## src/rtl/apb_master_bridge_if.sv

```systemverilog
// Signal bundle for apb_master_bridge: command port, response port and APB4 bus.
// The master modport is the bridge's view; the slave modport is the view of
// whatever surrounds it (request logic on one side, the APB slave on the other).
interface apb_master_bridge_if #(
  parameter int ADDR_WIDTH = 32,
  parameter int DATA_WIDTH = 32
);
  // Command port
  logic                    cmd_valid;
  logic                    cmd_ready;
  logic                    cmd_write;
  logic [ADDR_WIDTH-1:0]   cmd_addr;
  logic [DATA_WIDTH-1:0]   cmd_wdata;
  logic [DATA_WIDTH/8-1:0] cmd_strb;
  // Response port
  logic                    rsp_valid;
  logic                    rsp_ready;
  logic [DATA_WIDTH-1:0]   rsp_rdata;
  logic                    rsp_err;
  logic                    rsp_timeout;
  // APB4 bus
  logic [ADDR_WIDTH-1:0]   PADDR;
  logic                    PSELx;
  logic                    PENABLE;
  logic                    PWRITE;
  logic [DATA_WIDTH-1:0]   PWDATA;
  logic [DATA_WIDTH/8-1:0] PSTRB;
  logic                    PREADY;
  logic [DATA_WIDTH-1:0]   PRDATA;
  logic                    PSLVERR;

  modport master (
    input  cmd_valid, cmd_write, cmd_addr, cmd_wdata, cmd_strb,
    output cmd_ready,
    output rsp_valid, rsp_rdata, rsp_err, rsp_timeout,
    input  rsp_ready,
    output PADDR, PSELx, PENABLE, PWRITE, PWDATA, PSTRB,
    input  PREADY, PRDATA, PSLVERR
  );

  modport slave (
    output cmd_valid, cmd_write, cmd_addr, cmd_wdata, cmd_strb,
    input  cmd_ready,
    input  rsp_valid, rsp_rdata, rsp_err, rsp_timeout,
    output rsp_ready,
    input  PADDR, PSELx, PENABLE, PWRITE, PWDATA, PSTRB,
    output PREADY, PRDATA, PSLVERR
  );
endinterface

```

## src/rtl/apb_master_bridge.sv

```systemverilog
// APB4 requester: turns one valid/ready command into one SETUP->ACCESS transfer
// and returns the slave's answer on a valid/ready response port. A wait-state
// counter aborts the transfer if the slave holds PREADY low for TIMEOUT cycles.
// DATA_WIDTH must be 8, 16 or 32; TIMEOUT must be in 1..255.
module apb_master_bridge #(
  parameter int ADDR_WIDTH = 32,
  parameter int DATA_WIDTH = 32,
  parameter int TIMEOUT    = 16
) (
  input  logic                PCLK,
  input  logic                PRESETn,
  apb_master_bridge_if.master bus
);

  typedef enum logic [1:0] {
    IDLE   = 2'd0,
    SETUP  = 2'd1,
    ACCESS = 2'd2,
    RESP   = 2'd3
  } state_t;

  // The counter holds at most TIMEOUT (<= 255); the abort fires on the edge
  // where it would step from TIMEOUT-1 to TIMEOUT.
  localparam logic [7:0] WAIT_LAST = 8'(TIMEOUT - 1);

  state_t     state;
  logic [7:0] wait_cnt;

  // Ready only in IDLE and never while reset is held.
  assign bus.cmd_ready = (state == IDLE) && PRESETn;

  // Transfer FSM with registered bus and response outputs; the async reset
  // drops the bus and discards any pending response immediately.
  always_ff @(posedge PCLK or negedge PRESETn) begin
    if (!PRESETn) begin
      state           <= IDLE;
      wait_cnt        <= '0;
      bus.PADDR       <= '0;
      bus.PSELx       <= 1'b0;
      bus.PENABLE     <= 1'b0;
      bus.PWRITE      <= 1'b0;
      bus.PWDATA      <= '0;
      bus.PSTRB       <= '0;
      bus.rsp_valid   <= 1'b0;
      bus.rsp_rdata   <= '0;
      bus.rsp_err     <= 1'b0;
      bus.rsp_timeout <= 1'b0;
    end else begin
      case (state)
        IDLE: begin
          if (bus.cmd_valid) begin
            bus.PADDR  <= bus.cmd_addr;
            bus.PWRITE <= bus.cmd_write;
            // Reads keep the previous PWDATA and carry no strobes.
            if (bus.cmd_write) begin
              bus.PWDATA <= bus.cmd_wdata;
              bus.PSTRB  <= bus.cmd_strb;
            end else begin
              bus.PSTRB  <= '0;
            end
            bus.PSELx <= 1'b1;
            state     <= SETUP;
          end
        end

        SETUP: begin
          bus.PENABLE <= 1'b1;
          state       <= ACCESS;
        end

        ACCESS: begin
          if (bus.PREADY) begin
            bus.rsp_rdata   <= bus.PWRITE ? '0 : bus.PRDATA;
            bus.rsp_err     <= bus.PSLVERR;
            bus.rsp_timeout <= 1'b0;
            bus.rsp_valid   <= 1'b1;
            bus.PSELx       <= 1'b0;
            bus.PENABLE     <= 1'b0;
            state           <= RESP;
          end else if (wait_cnt == WAIT_LAST) begin
            // Slave is hung: abandon the transfer and report it.
            wait_cnt        <= wait_cnt + 8'd1;
            bus.rsp_rdata   <= '0;
            bus.rsp_err     <= 1'b1;
            bus.rsp_timeout <= 1'b1;
            bus.rsp_valid   <= 1'b1;
            bus.PSELx       <= 1'b0;
            bus.PENABLE     <= 1'b0;
            state           <= RESP;
          end else begin
            wait_cnt <= wait_cnt + 8'd1;
          end
        end

        RESP: begin
          if (bus.rsp_ready) begin
            bus.rsp_valid <= 1'b0;
            wait_cnt      <= '0;
            state         <= IDLE;
          end
        end

        default: state <= IDLE;
      endcase
    end
  end

endmodule

```

## src/flat_wrapper.sv

```systemverilog
// flat-port wrapper written by rule: the top's interface ports become plain ports
module apb_master_bridge_flat 
#(
  parameter int ADDR_WIDTH = 32,
  parameter int DATA_WIDTH = 32,
  parameter int TIMEOUT    = 16
)
  (PCLK, PRESETn, bus_cmd_valid, bus_cmd_write, bus_cmd_addr, bus_cmd_wdata, bus_cmd_strb, bus_cmd_ready, bus_rsp_valid, bus_rsp_rdata, bus_rsp_err, bus_rsp_timeout, bus_rsp_ready, bus_PADDR, bus_PSELx, bus_PENABLE, bus_PWRITE, bus_PWDATA, bus_PSTRB, bus_PREADY, bus_PRDATA, bus_PSLVERR);
  apb_master_bridge_if #(.ADDR_WIDTH(ADDR_WIDTH), .DATA_WIDTH(DATA_WIDTH)) bus_i ();
  input  logic PCLK;
  input  logic PRESETn;
  input wire logic [$bits(bus_i.cmd_valid)-1:0] bus_cmd_valid;
  input wire logic [$bits(bus_i.cmd_write)-1:0] bus_cmd_write;
  input wire logic [$bits(bus_i.cmd_addr)-1:0] bus_cmd_addr;
  input wire logic [$bits(bus_i.cmd_wdata)-1:0] bus_cmd_wdata;
  input wire logic [$bits(bus_i.cmd_strb)-1:0] bus_cmd_strb;
  output wire logic [$bits(bus_i.cmd_ready)-1:0] bus_cmd_ready;
  output wire logic [$bits(bus_i.rsp_valid)-1:0] bus_rsp_valid;
  output wire logic [$bits(bus_i.rsp_rdata)-1:0] bus_rsp_rdata;
  output wire logic [$bits(bus_i.rsp_err)-1:0] bus_rsp_err;
  output wire logic [$bits(bus_i.rsp_timeout)-1:0] bus_rsp_timeout;
  input wire logic [$bits(bus_i.rsp_ready)-1:0] bus_rsp_ready;
  output wire logic [$bits(bus_i.PADDR)-1:0] bus_PADDR;
  output wire logic [$bits(bus_i.PSELx)-1:0] bus_PSELx;
  output wire logic [$bits(bus_i.PENABLE)-1:0] bus_PENABLE;
  output wire logic [$bits(bus_i.PWRITE)-1:0] bus_PWRITE;
  output wire logic [$bits(bus_i.PWDATA)-1:0] bus_PWDATA;
  output wire logic [$bits(bus_i.PSTRB)-1:0] bus_PSTRB;
  input wire logic [$bits(bus_i.PREADY)-1:0] bus_PREADY;
  input wire logic [$bits(bus_i.PRDATA)-1:0] bus_PRDATA;
  input wire logic [$bits(bus_i.PSLVERR)-1:0] bus_PSLVERR;
  assign bus_i.cmd_valid = bus_cmd_valid;
  assign bus_i.cmd_write = bus_cmd_write;
  assign bus_i.cmd_addr = bus_cmd_addr;
  assign bus_i.cmd_wdata = bus_cmd_wdata;
  assign bus_i.cmd_strb = bus_cmd_strb;
  assign bus_cmd_ready = bus_i.cmd_ready;
  assign bus_rsp_valid = bus_i.rsp_valid;
  assign bus_rsp_rdata = bus_i.rsp_rdata;
  assign bus_rsp_err = bus_i.rsp_err;
  assign bus_rsp_timeout = bus_i.rsp_timeout;
  assign bus_i.rsp_ready = bus_rsp_ready;
  assign bus_PADDR = bus_i.PADDR;
  assign bus_PSELx = bus_i.PSELx;
  assign bus_PENABLE = bus_i.PENABLE;
  assign bus_PWRITE = bus_i.PWRITE;
  assign bus_PWDATA = bus_i.PWDATA;
  assign bus_PSTRB = bus_i.PSTRB;
  assign bus_i.PREADY = bus_PREADY;
  assign bus_i.PRDATA = bus_PRDATA;
  assign bus_i.PSLVERR = bus_PSLVERR;
  apb_master_bridge #(.ADDR_WIDTH(ADDR_WIDTH), .DATA_WIDTH(DATA_WIDTH), .TIMEOUT(TIMEOUT)) u_core (.PCLK(PCLK), .PRESETn(PRESETn), .bus(bus_i));
endmodule
```

## config.mk

```make
export PLATFORM = sky130hd
export DESIGN_NAME = apb_master_bridge_flat
export DESIGN_NICKNAME = d
export VERILOG_FILES = /design/src/rtl/apb_master_bridge_if.sv /design/src/rtl/apb_master_bridge.sv /design/src/flat_wrapper.sv
export SDC_FILE = /design/constraint.sdc
export NUM_CORES = 1
export LEC_CHECK = 0
export ABC_AREA = 1
export CORE_MARGIN = 2
export CORE_UTILIZATION = 42
export CTS_CLUSTER_DIAMETER = 120
export DETAILED_ROUTE_END_ITERATION = 8
export PLACE_DENSITY = 0.79
export SYNTH_ARGS = -nofsm -noshare
export SYNTH_HDL_FRONTEND = slang
export SYNTH_SLANG_ARGS = --single-unit
```

## constraint.sdc

```tcl
create_clock -name PCLK -period 1.6 [get_ports PCLK]
set_input_delay 0.48 -clock PCLK [delete_from_list [all_inputs] [get_ports PCLK]]
set_output_delay 0.48 -clock PCLK [all_outputs]
set_load 0.05 [all_outputs]
```

# Yosys cells after proc, flatten, opt, wreduce, memory -nomap -nowiden
# Index checks and enable logic that the tools add are counted.
# classes
add_sub_neg	1
eq_ne	8
muxes	23
n_reduce_logical	14
# op_table
op	n
$mux W32	3
$mux W8	2
$pmux W8 S2	1
$reduce_and A3 Y1	5
$add A8 B1 Y8 const B	1
$eq A8 B4 Y1 const B	1
$mux W1	8
$mux W2	4
$pmux W2 S4	1
$reduce_bool A2 Y1	4
$ne A2 B2 Y1 const B	3
$pmux W1 S2	3
$reduce_and A2 Y1	3
$eq A2 B2 Y1 const B	2
$mux W4	1
$ne A3 B2 Y1 const B	1
$eq A2 B1 Y1 const B	1
$logic_not A2 Y1	1
$logic_and A1 B1 Y1	1
# word_totals
ff_bits	116
input_bits	107
word_cells	58

# Logic depth before layout (Yosys ltp)
# Gate-level depths: netlist (run 1).
# logic_depth
ltp_word	4
depth_mapped	9
mapped_depth_nobuf	9

# Worst setup path before layout (run 1)
# No wires, ideal clock.
# synth_timing
path_kind	register to register
startpoint	reg u_core.state[0]
endpoint	reg u_core.bus.PWDATA[10]
setup_ns	0.125
arrival_ns	1.385
t_required_ns	1.475
path_slack_ns	0.090
path_stages_with_launch	8
path_buffers	1
cell_sequence	dfrtp_1 > inv_1 > ha_1 > nand2_2 > inv_2 > nand2_4 > buf_6 > mux2_4
# synth_via
elab_chain_len	2
# synth_rtl
element	line_no	text
start, declared	apb_master_bridge.sv:26	state_t state;
start signal, assigned	apb_master_bridge.sv:36	state <= IDLE;
start signal, assigned	apb_master_bridge.sv:62	state <= SETUP;
start signal, assigned	apb_master_bridge.sv:68	state <= ACCESS;
$logic_not A2 Y1	apb_master_bridge.sv:49	case (state)
$reduce_and A3 Y1 (no source line)	n/a	
end signal, assigned	apb_master_bridge.sv:56	bus.PWDATA <= bus.cmd_wdata;
end, declared	apb_master_bridge_if.sv:37	output PADDR, PSELx, PENABLE, PWRITE, PWDATA, PSTRB,
# No other way between the ends.
# A chain may end at the register's enable or synchronous reset.

# Worst setup path in the final report (run 1)
# layout_timing
startpoint	reg u_core.state[1]
endpoint	out bus_cmd_ready
# layout_via
elab_chain_len	2
# layout_rtl
element	line_no	text
$logic_not A2 Y1	apb_master_bridge.sv:30	assign bus.cmd_ready = (state == IDLE) && PRESETn;
$logic_and A1 B1 Y1	apb_master_bridge.sv:30	
end, declared	flat_wrapper.sv:17	output wire logic [$bits(bus_i.cmd_ready)-1:0] bus_cmd_ready;
# No other way between the ends.

==> results of run 1 <==
## flip-flops by register name, summed over array words and instances, names as in the netlist
signal	flops
u_core.bus.PADDR	32
u_core.bus.PENABLE	1
u_core.bus.PSELx	1
u_core.bus.PSTRB	4
u_core.bus.PWDATA	32
u_core.bus.PWRITE	1
u_core.bus.rsp_err	1
u_core.bus.rsp_rdata	32
u_core.bus.rsp_timeout	1
u_core.bus.rsp_valid	1
u_core.state	2
u_core.wait_cnt	8
## worst max path at each step
stage          slack (ps)                     to            start
4_1_cts              -140          bus_cmd_ready  u_core.state[0]
3_3_place_gp         -270  u_core.bus.PWDATA[11]    bus_cmd_valid
2_1_floorplan          90  u_core.bus.PWDATA[10]  u_core.state[0]
6_report             -150          bus_cmd_ready  u_core.state[1]
3_5_place_dp         -270   u_core.bus.PWDATA[5]    bus_cmd_valid
5_1_grt              -210          bus_cmd_ready  u_core.state[0]
## cells in the final DEF (no fill, tap or decap), types with 12 or more instances in the layout
cell                              count
sky130_fd_sc_hd__nand4_1             19
sky130_fd_sc_hd__clkbuf_16           18
sky130_fd_sc_hd__nor2_1              12
sky130_fd_sc_hd__buf_12             112
sky130_fd_sc_hd__dfrtp_1            116
sky130_fd_sc_hd__mux2_4              29
sky130_fd_sc_hd__inv_1               12
sky130_fd_sc_hd__clkdlybuf4s50_1    105
sky130_fd_sc_hd__buf_4               18
sky130_fd_sc_hd__nand2_1            225
## per-layer routing
layer	vias to the layer above	part of all wire (%)
li1	2038	-
met1	2047	37
met2	182	53
met3	28	7.5
met4	0	2.4
met5	-	0
## Yosys cell counts (5+ instances only)
master and number:
sky130_fd_sc_hd__o21ai_0 10, sky130_fd_sc_hd__nand2_1 229, sky130_fd_sc_hd__nand2_2 5, sky130_fd_sc_hd__inv_1 15, sky130_fd_sc_hd__buf_6 7, sky130_fd_sc_hd__ha_1 5
sky130_fd_sc_hd__nand3_1 8, sky130_fd_sc_hd__mux2_4 29, sky130_fd_sc_hd__clkbuf_1 5, sky130_fd_sc_hd__nor2_1 13, sky130_fd_sc_hd__nand4_1 19, sky130_fd_sc_hd__dfrtp_1 116
## cell families after synthesis
family	after synthesis	share of synthesized area, %
muxes	32	9.479
buffers and inverters	37	4.575
xor gates and xnor gates	1	0.1770
AOI/OAI and AO/OA	15	1.921
and+or+nand+nor	282	23.94
DFF	116	58.65
adders and majority gates	5	1.264
## per-stage QoR
stage	TNS (ps)	util, %	cell area (um^2)	worst slack [ps]
6_report	-153.9	80.03	9178	-153.9
5_1_grt	-370.7	80.03	9178	-206.1
4_1_cts	-139.4	79.31	9095	-139.4
3_5_place_dp	-18540	73.30	8406	-266.2
3_3_place_gp	-16740	73.30	8406	-265.2
2_1_floorplan	0	-	4950	89.92
## power by group
group	leakage, nW	switching [W]	total, W	internal [W]
Sequential	1.45	0.00157	0.00588	0.00431
Combinational	2.73	0.00718	0.0138	0.00665
Clock	0.314	0.00129	0.00412	0.00283
Total	4.50	0.0100	0.0238	0.0138
## final cells by class
type	instances	area (um^2)
Clock buffer	22	464.2
Clock inverter	10	177.7
Tap cell	143	178.9
Fill cell	647	2290
Inverter	18	72.57
Multi-Input combinational cell	335	1883
Timing Repair Buffer	240	3498
Sequential cell	116	2903
## critical path: cells and delay by family, from the launching register on
kind,cells,cell delay [ps]
buffers and inverters,3,280
DFF,1,380
adders and majority gates,1,150
and+or+nand+nor,1,50
## timing repair
action / 4_1_cts / 5_1_grt
endpoints found under the hold margin: 0 / 0
cloned: 0 / 1
endpoints found under the setup margin: 17 / 89
gates resized for setup: 8 / 14
pin swaps: 1 / 2
buffers inserted: 2 / 1
==> results.md, run 1 <==
* Result of the run: finished, violations left
* Failing checks: negative setup slack
* Wire per inst at 16.92 um
* Antenna-violating nets left at 0
* Cell type with the highest aggregate area in the netlist: sky130_fd_sc_hd__dfrtp_1
* GR Layer Usage met1 at 26.76%
* Port Buffers at 213
* Post-synth net total at 600
* Number of buffers created by CTS at 17
* Prevailing post-synth register cell: sky130_fd_sc_hd__dfrtp_1
* Cell repeated most along the worst path: sky130_fd_sc_hd__inv_2
* Asr flop ratio synth at between 90% and 100%
* DRC errors left at 0
* Die Ht at 112.6 um
* Tcrit/Tclk final at 109.6%
* Hpwl dp at 10640 um
* Fraction of met3 tracks used by global routing at 7.883%
* P&R area growth vs syn at 85.41%
* Fraction of final layout cells with drive strength greater than 1 at between 30% and 40%
* Congestion Overflow GR at 0
* Number of max-slew violations in the final report at 0
* Warnings, synthesis at 0
* Fmax achieved at 570.2 MHz
* Number of buffers inserted by hold repair at cts at 0
* Total power density per cell area at 2597 nW/um^2
* TritonCTS clock tree: yes
* Start of the worst register-to-register path: u_core.state[1]
* Post-Synthesis Cells at 488
* Number of cells on the worst reg-to-reg path at 8
* Nets at 840
* Final number of setup-violating endpoints at 1
* CTS HTree Levels at 4
* Summed instance area of the synthesized netlist at 4950 um^2
* Class of the most critical setup path: register to primary output
* Total number of vias at approximately 4300
* Worst supply voltage drop on vdd at 2.036 mV
* Overall routing resource usage at 23.95%
* Number of enable-type register cells in the synthesized netlist at 0
* Max transition margin at 57.53%
* Cells along the critical path: inv_2 -> ha_4 -> nand2_2 -> inv_2 -> buf_12
* Initial core utilization at a little over two fifths
* Syn avg cell area at 10.14 um^2
* Number of hold-slack violations in the final timing report at 0
* ANT cells at 0
* Critical path's slowest cell: sky130_fd_sc_hd__dfrtp_1
* Worst clock skew at between 6 and 7 ps
* Top-area cell type share of the netlist area at 58.65%
* Final estimated routing congestion in global placement at 0.8075
* Overall power of the completed layout at 0.02384 W
* Max stage delay on crit path at ~380 ps
* Transition time at the pin with the least slew margin at 637.1 ps
* Crit path DAT at 1270 ps
* Sink Count at approximately 120
* Critical path peak fanout at 2
* Number of global-route vias before repair at 4617
* Core box area at 11470 um^2
* Worst slack on hold paths at 160.5 ps
* Vias/cell at ~4.9
* Global-route wire length before repair at approximately 24000 um
* R2R setup slack at approximately 30 ps
* Met2 Resource Use GR at 41.96%
* Reg clk slew, reported paths at 50 ps
* LEAKAGE at 4.496 nW
* Placed cells at roughly 850
* Clock root cell: sky130_fd_sc_hd__clkbuf_16
* Gr busiest metal: met2
* Number of standard-cell rows in the floorplan at 39
* Total Die Area at 12670 um^2
* Worst reg2reg endpoint: u_core.bus.PWDATA[17]
* Floorplan die width at 112.6 um
* Fin crit period at 1754 ps
* Class of the most critical hold timing path: input port to async pin
* Max Root-Sink Buffers at 2
* Largest cells by area after synthesis: sky130_fd_sc_hd__dfrtp_1, sky130_fd_sc_hd__nand2_1, sky130_fd_sc_hd__mux2_4
* Worst setup EP type: primary output
* First-iteration detailed-routing DRC count at 311
* Number of ports placed on the die boundary at roughly 210
* Number of register bits inferred by synthesis at 116
* Reported max-cap violation count at 0
* Number of antenna violations at the first check in global routing at 0
* Distinct cell type count of the synthesized netlist at 30
* Number of detailed-routing iterations run before antenna repair at 4
* Proportion of synthesized chip area in sequential cells at 58.65%
* Clock latency at the later pin of the worst-skew pair at ~400 ps
* Setup repair after global routing missed its margin: true
* Layout Cells excl Fill at about 880
* Maximum number of pins on one net before global-route repair at between 100 and 150
* Data required time at the worst endpoint at 1120 ps
* Total detailed-routing wirelength at between 10000 and 15000 um
* Least setup slack across all paths after layout at -153.9 ps
* Startpoint kind of the worst setup timing path: register
No activity file was read; power rests on OpenSTA's default activity.
==> inputs of run 2 (changes only) <==
--- a/config.mk
+++ b/config.mk
@@ -6,7 +6,7 @@
 export NUM_CORES = 1
 export LEC_CHECK = 0
 export ABC_AREA = 1
-export CORE_MARGIN = 2
+export CORE_MARGIN = 3
 export CORE_UTILIZATION = 42
 export CTS_CLUSTER_DIAMETER = 120
 export DETAILED_ROUTE_END_ITERATION = 8
==> run 2 against run 1 <==
The flow still finishes with violations (negative setup slack). Register-to-register slack barely moved. Count of clock-buffer cells in the layout down 4. Die area is 3.6% higher. Critical path depth unchanged. Largest power group unchanged.
==> results.md, run 2 (synthesized netlist as in run 1, its figures left out) <==
* Class of the most critical hold timing path: input port to async pin
* Clock root cell: sky130_fd_sc_hd__clkbuf_16
* Wire per inst at 16.98 um
* Fill cell total of the finished layout at a little under 700
* TritonCTS clock tree: yes
* Number of buffers created by CTS at 17
* Number of ports placed on the die boundary at 214
* Global-route wire length before repair at 23680 um
* Port Buffers at 213
* Most used cells in the layout excluding fill and tap cells: sky130_fd_sc_hd__nand2_1, sky130_fd_sc_hd__dfrtp_1, sky130_fd_sc_hd__buf_12
* Least setup slack across all paths after layout at -144.9 ps
* Reg clk slew, reported paths at 50 ps
* Worst supply voltage drop on vdd at 1.788 mV
* Failing checks: negative setup slack
* Reported max-cap violation count at 0
* Area after DPL at about 8400 um^2
* Number of hold-slack violations in the final timing report at 0
* Number of max-slew violations in the final report at 0
* Sink Count at roughly 120
* Vias/cell at 4.891
* Combined area of the multi-input logic cells at 1893 um^2
* Fin crit period at around 1700 ps
* Fmax achieved at 573.1 MHz
* Worst slack after detailed placement at -255.0 ps
* Max transition margin at 60.57%
* Number of global-route vias before repair at 4707
* Worst slack on hold paths at 192.3 ps
* Clock latency at the later pin of the worst-skew pair at around 420 ps
* Crit path DAT at 1260 ps
* Fraction of final layout cells with drive strength greater than 1 at 30.90%
* Number of antenna violations at the first check in global routing at 0
* Worst clock skew at 8.163 ps
* Total number of vias at between 4000 and 5000
* Startpoint kind of the worst setup timing path: register
* Data required time at the worst endpoint at 1120 ps
* Die Ht at about 110 um
* Maximum number of pins on one net before global-route repair at 117
* Nets at 840
* Initial core utilization at 43.16%
* Layout Cells excl Fill at 884
* DRC errors left at 0
* First-iteration detailed-routing DRC count at 343
* Congestion Overflow GR at 0
* Cells along the critical path: inv_2 -> ha_4 -> nand2_2 -> inv_2 -> buf_12
* Storage cell area at about 2900 um^2
* Placed cells at 846
* Critical path's slowest cell: sky130_fd_sc_hd__dfrtp_1
* LEAKAGE at between 4 and 5 nW
* Final estimated routing congestion in global placement at 0.8040
* Number of detailed-routing iterations run before antenna repair at 5
* Registers with the most flip-flops: u_core.bus.PADDR x32, u_core.bus.PWDATA x32, u_core.bus.rsp_rdata x32
* Core box area at between 10000 and 15000 um^2
* Setup repair after global routing missed its margin: true
* Transition time at the pin with the least slew margin at 591.4 ps
* Total detailed-routing wirelength at 15010 um
* Max stage delay on crit path at 380 ps
* Cell repeated most along the worst path: sky130_fd_sc_hd__inv_2
* Floorplan die width at approximately 110 um
* P&R area growth vs syn at 85.14%
* Total power density per cell area at approximately 2600 nW/um^2
* Worst setup EP type: primary output
* WP buf/inv at 3
* Overall routing resource usage at 23.35%
* Cell area after layout at 9164 um^2
* Tcrit/Tclk final at 109.1%
* Max Root-Sink Buffers at 2
* Hpwl dp at 10750 um
* ANT cells at 0
* Final number of setup-violating endpoints at 1
* Most common library cell in the layout ignoring fill and taps: sky130_fd_sc_hd__nand2_1
* Antenna-violating nets left at 0
* Total Die Area at 13120 um^2
* Critical path peak fanout at 2
* Number of standard-cell rows in the floorplan at 39
* Result of the run: finished, violations left
* Class of the most critical setup path: register to primary output
* Overall power of the completed layout at 0.02371 W
* Top cell family by delay on the critical path: flip-flops
* CTS HTree Levels at 4
run 2: path summary, 6_finish.rpt:
path / start / to / slack [ps] / depth (start not counted)
worst max-delay path: u_core.state[0] / bus_cmd_ready / -140 / 5
worst min-delay path: PRESETn / u_core.wait_cnt[6] / 190 / 2
worst max register to register: u_core.state[0] / u_core.bus.PWDATA[20] / 40 / 8
worst min register to register: u_core.bus.rsp_err / u_core.bus.rsp_err / 530 / 2
max in group asynchronous: PRESETn / u_core.bus.rsp_rdata[4] / 990 / 2
min in group PCLK: u_core.bus.rsp_err / u_core.bus.rsp_err / 530 / 2
run 2: cell type report:
class                      instances  area share, %
clock buffer                      18          4.792
clock inverter                    14          1.939
inverter                          18         0.7646
multi-input combinational        335          20.66
sequential                       116          31.68
tap                              143          1.952
timing repair buffer             240          38.22
run 2: power breakdown:
group	total, W	internal (W)	switching [W]
sequential	0.00585	0.00431	0.00154
combinational	0.0139	0.00670	0.00723
clock	0.00393	0.00250	0.00143
run 2: routing by layer:
| metal | GRT usage [%] | vias up | part of all wire, % |
|---|---|---|---|
| li1 | - | 2041 | - |
| met1 | 26.72 | 2075 | 37 |
| met2 | 39.66 | 184 | 52 |
| met3 | 8.457 | 24 | 8.7 |
| met4 | 9.343 | 0 | 2.2 |
| met5 | 0 | - | 0 |
run 2: repair_timing:
item | in CTS | in global routing
cloned | 0 | 1
pin swaps | 2 | 5
resized for setup | 12 | 14
hold buffers | 0 | 0
setup endpoints to repair | 21 | 52
setup buffers | 5 | 1
run 2: per-stage QoR:
stage,util [%],TNS (ps)
after floorplan,-,0
after global placement,73.17,-15280
after detailed placement,73.17,-18300
after CTS,79.19,-148.9
after global routing,79.91,-329.8
final,79.91,-144.9
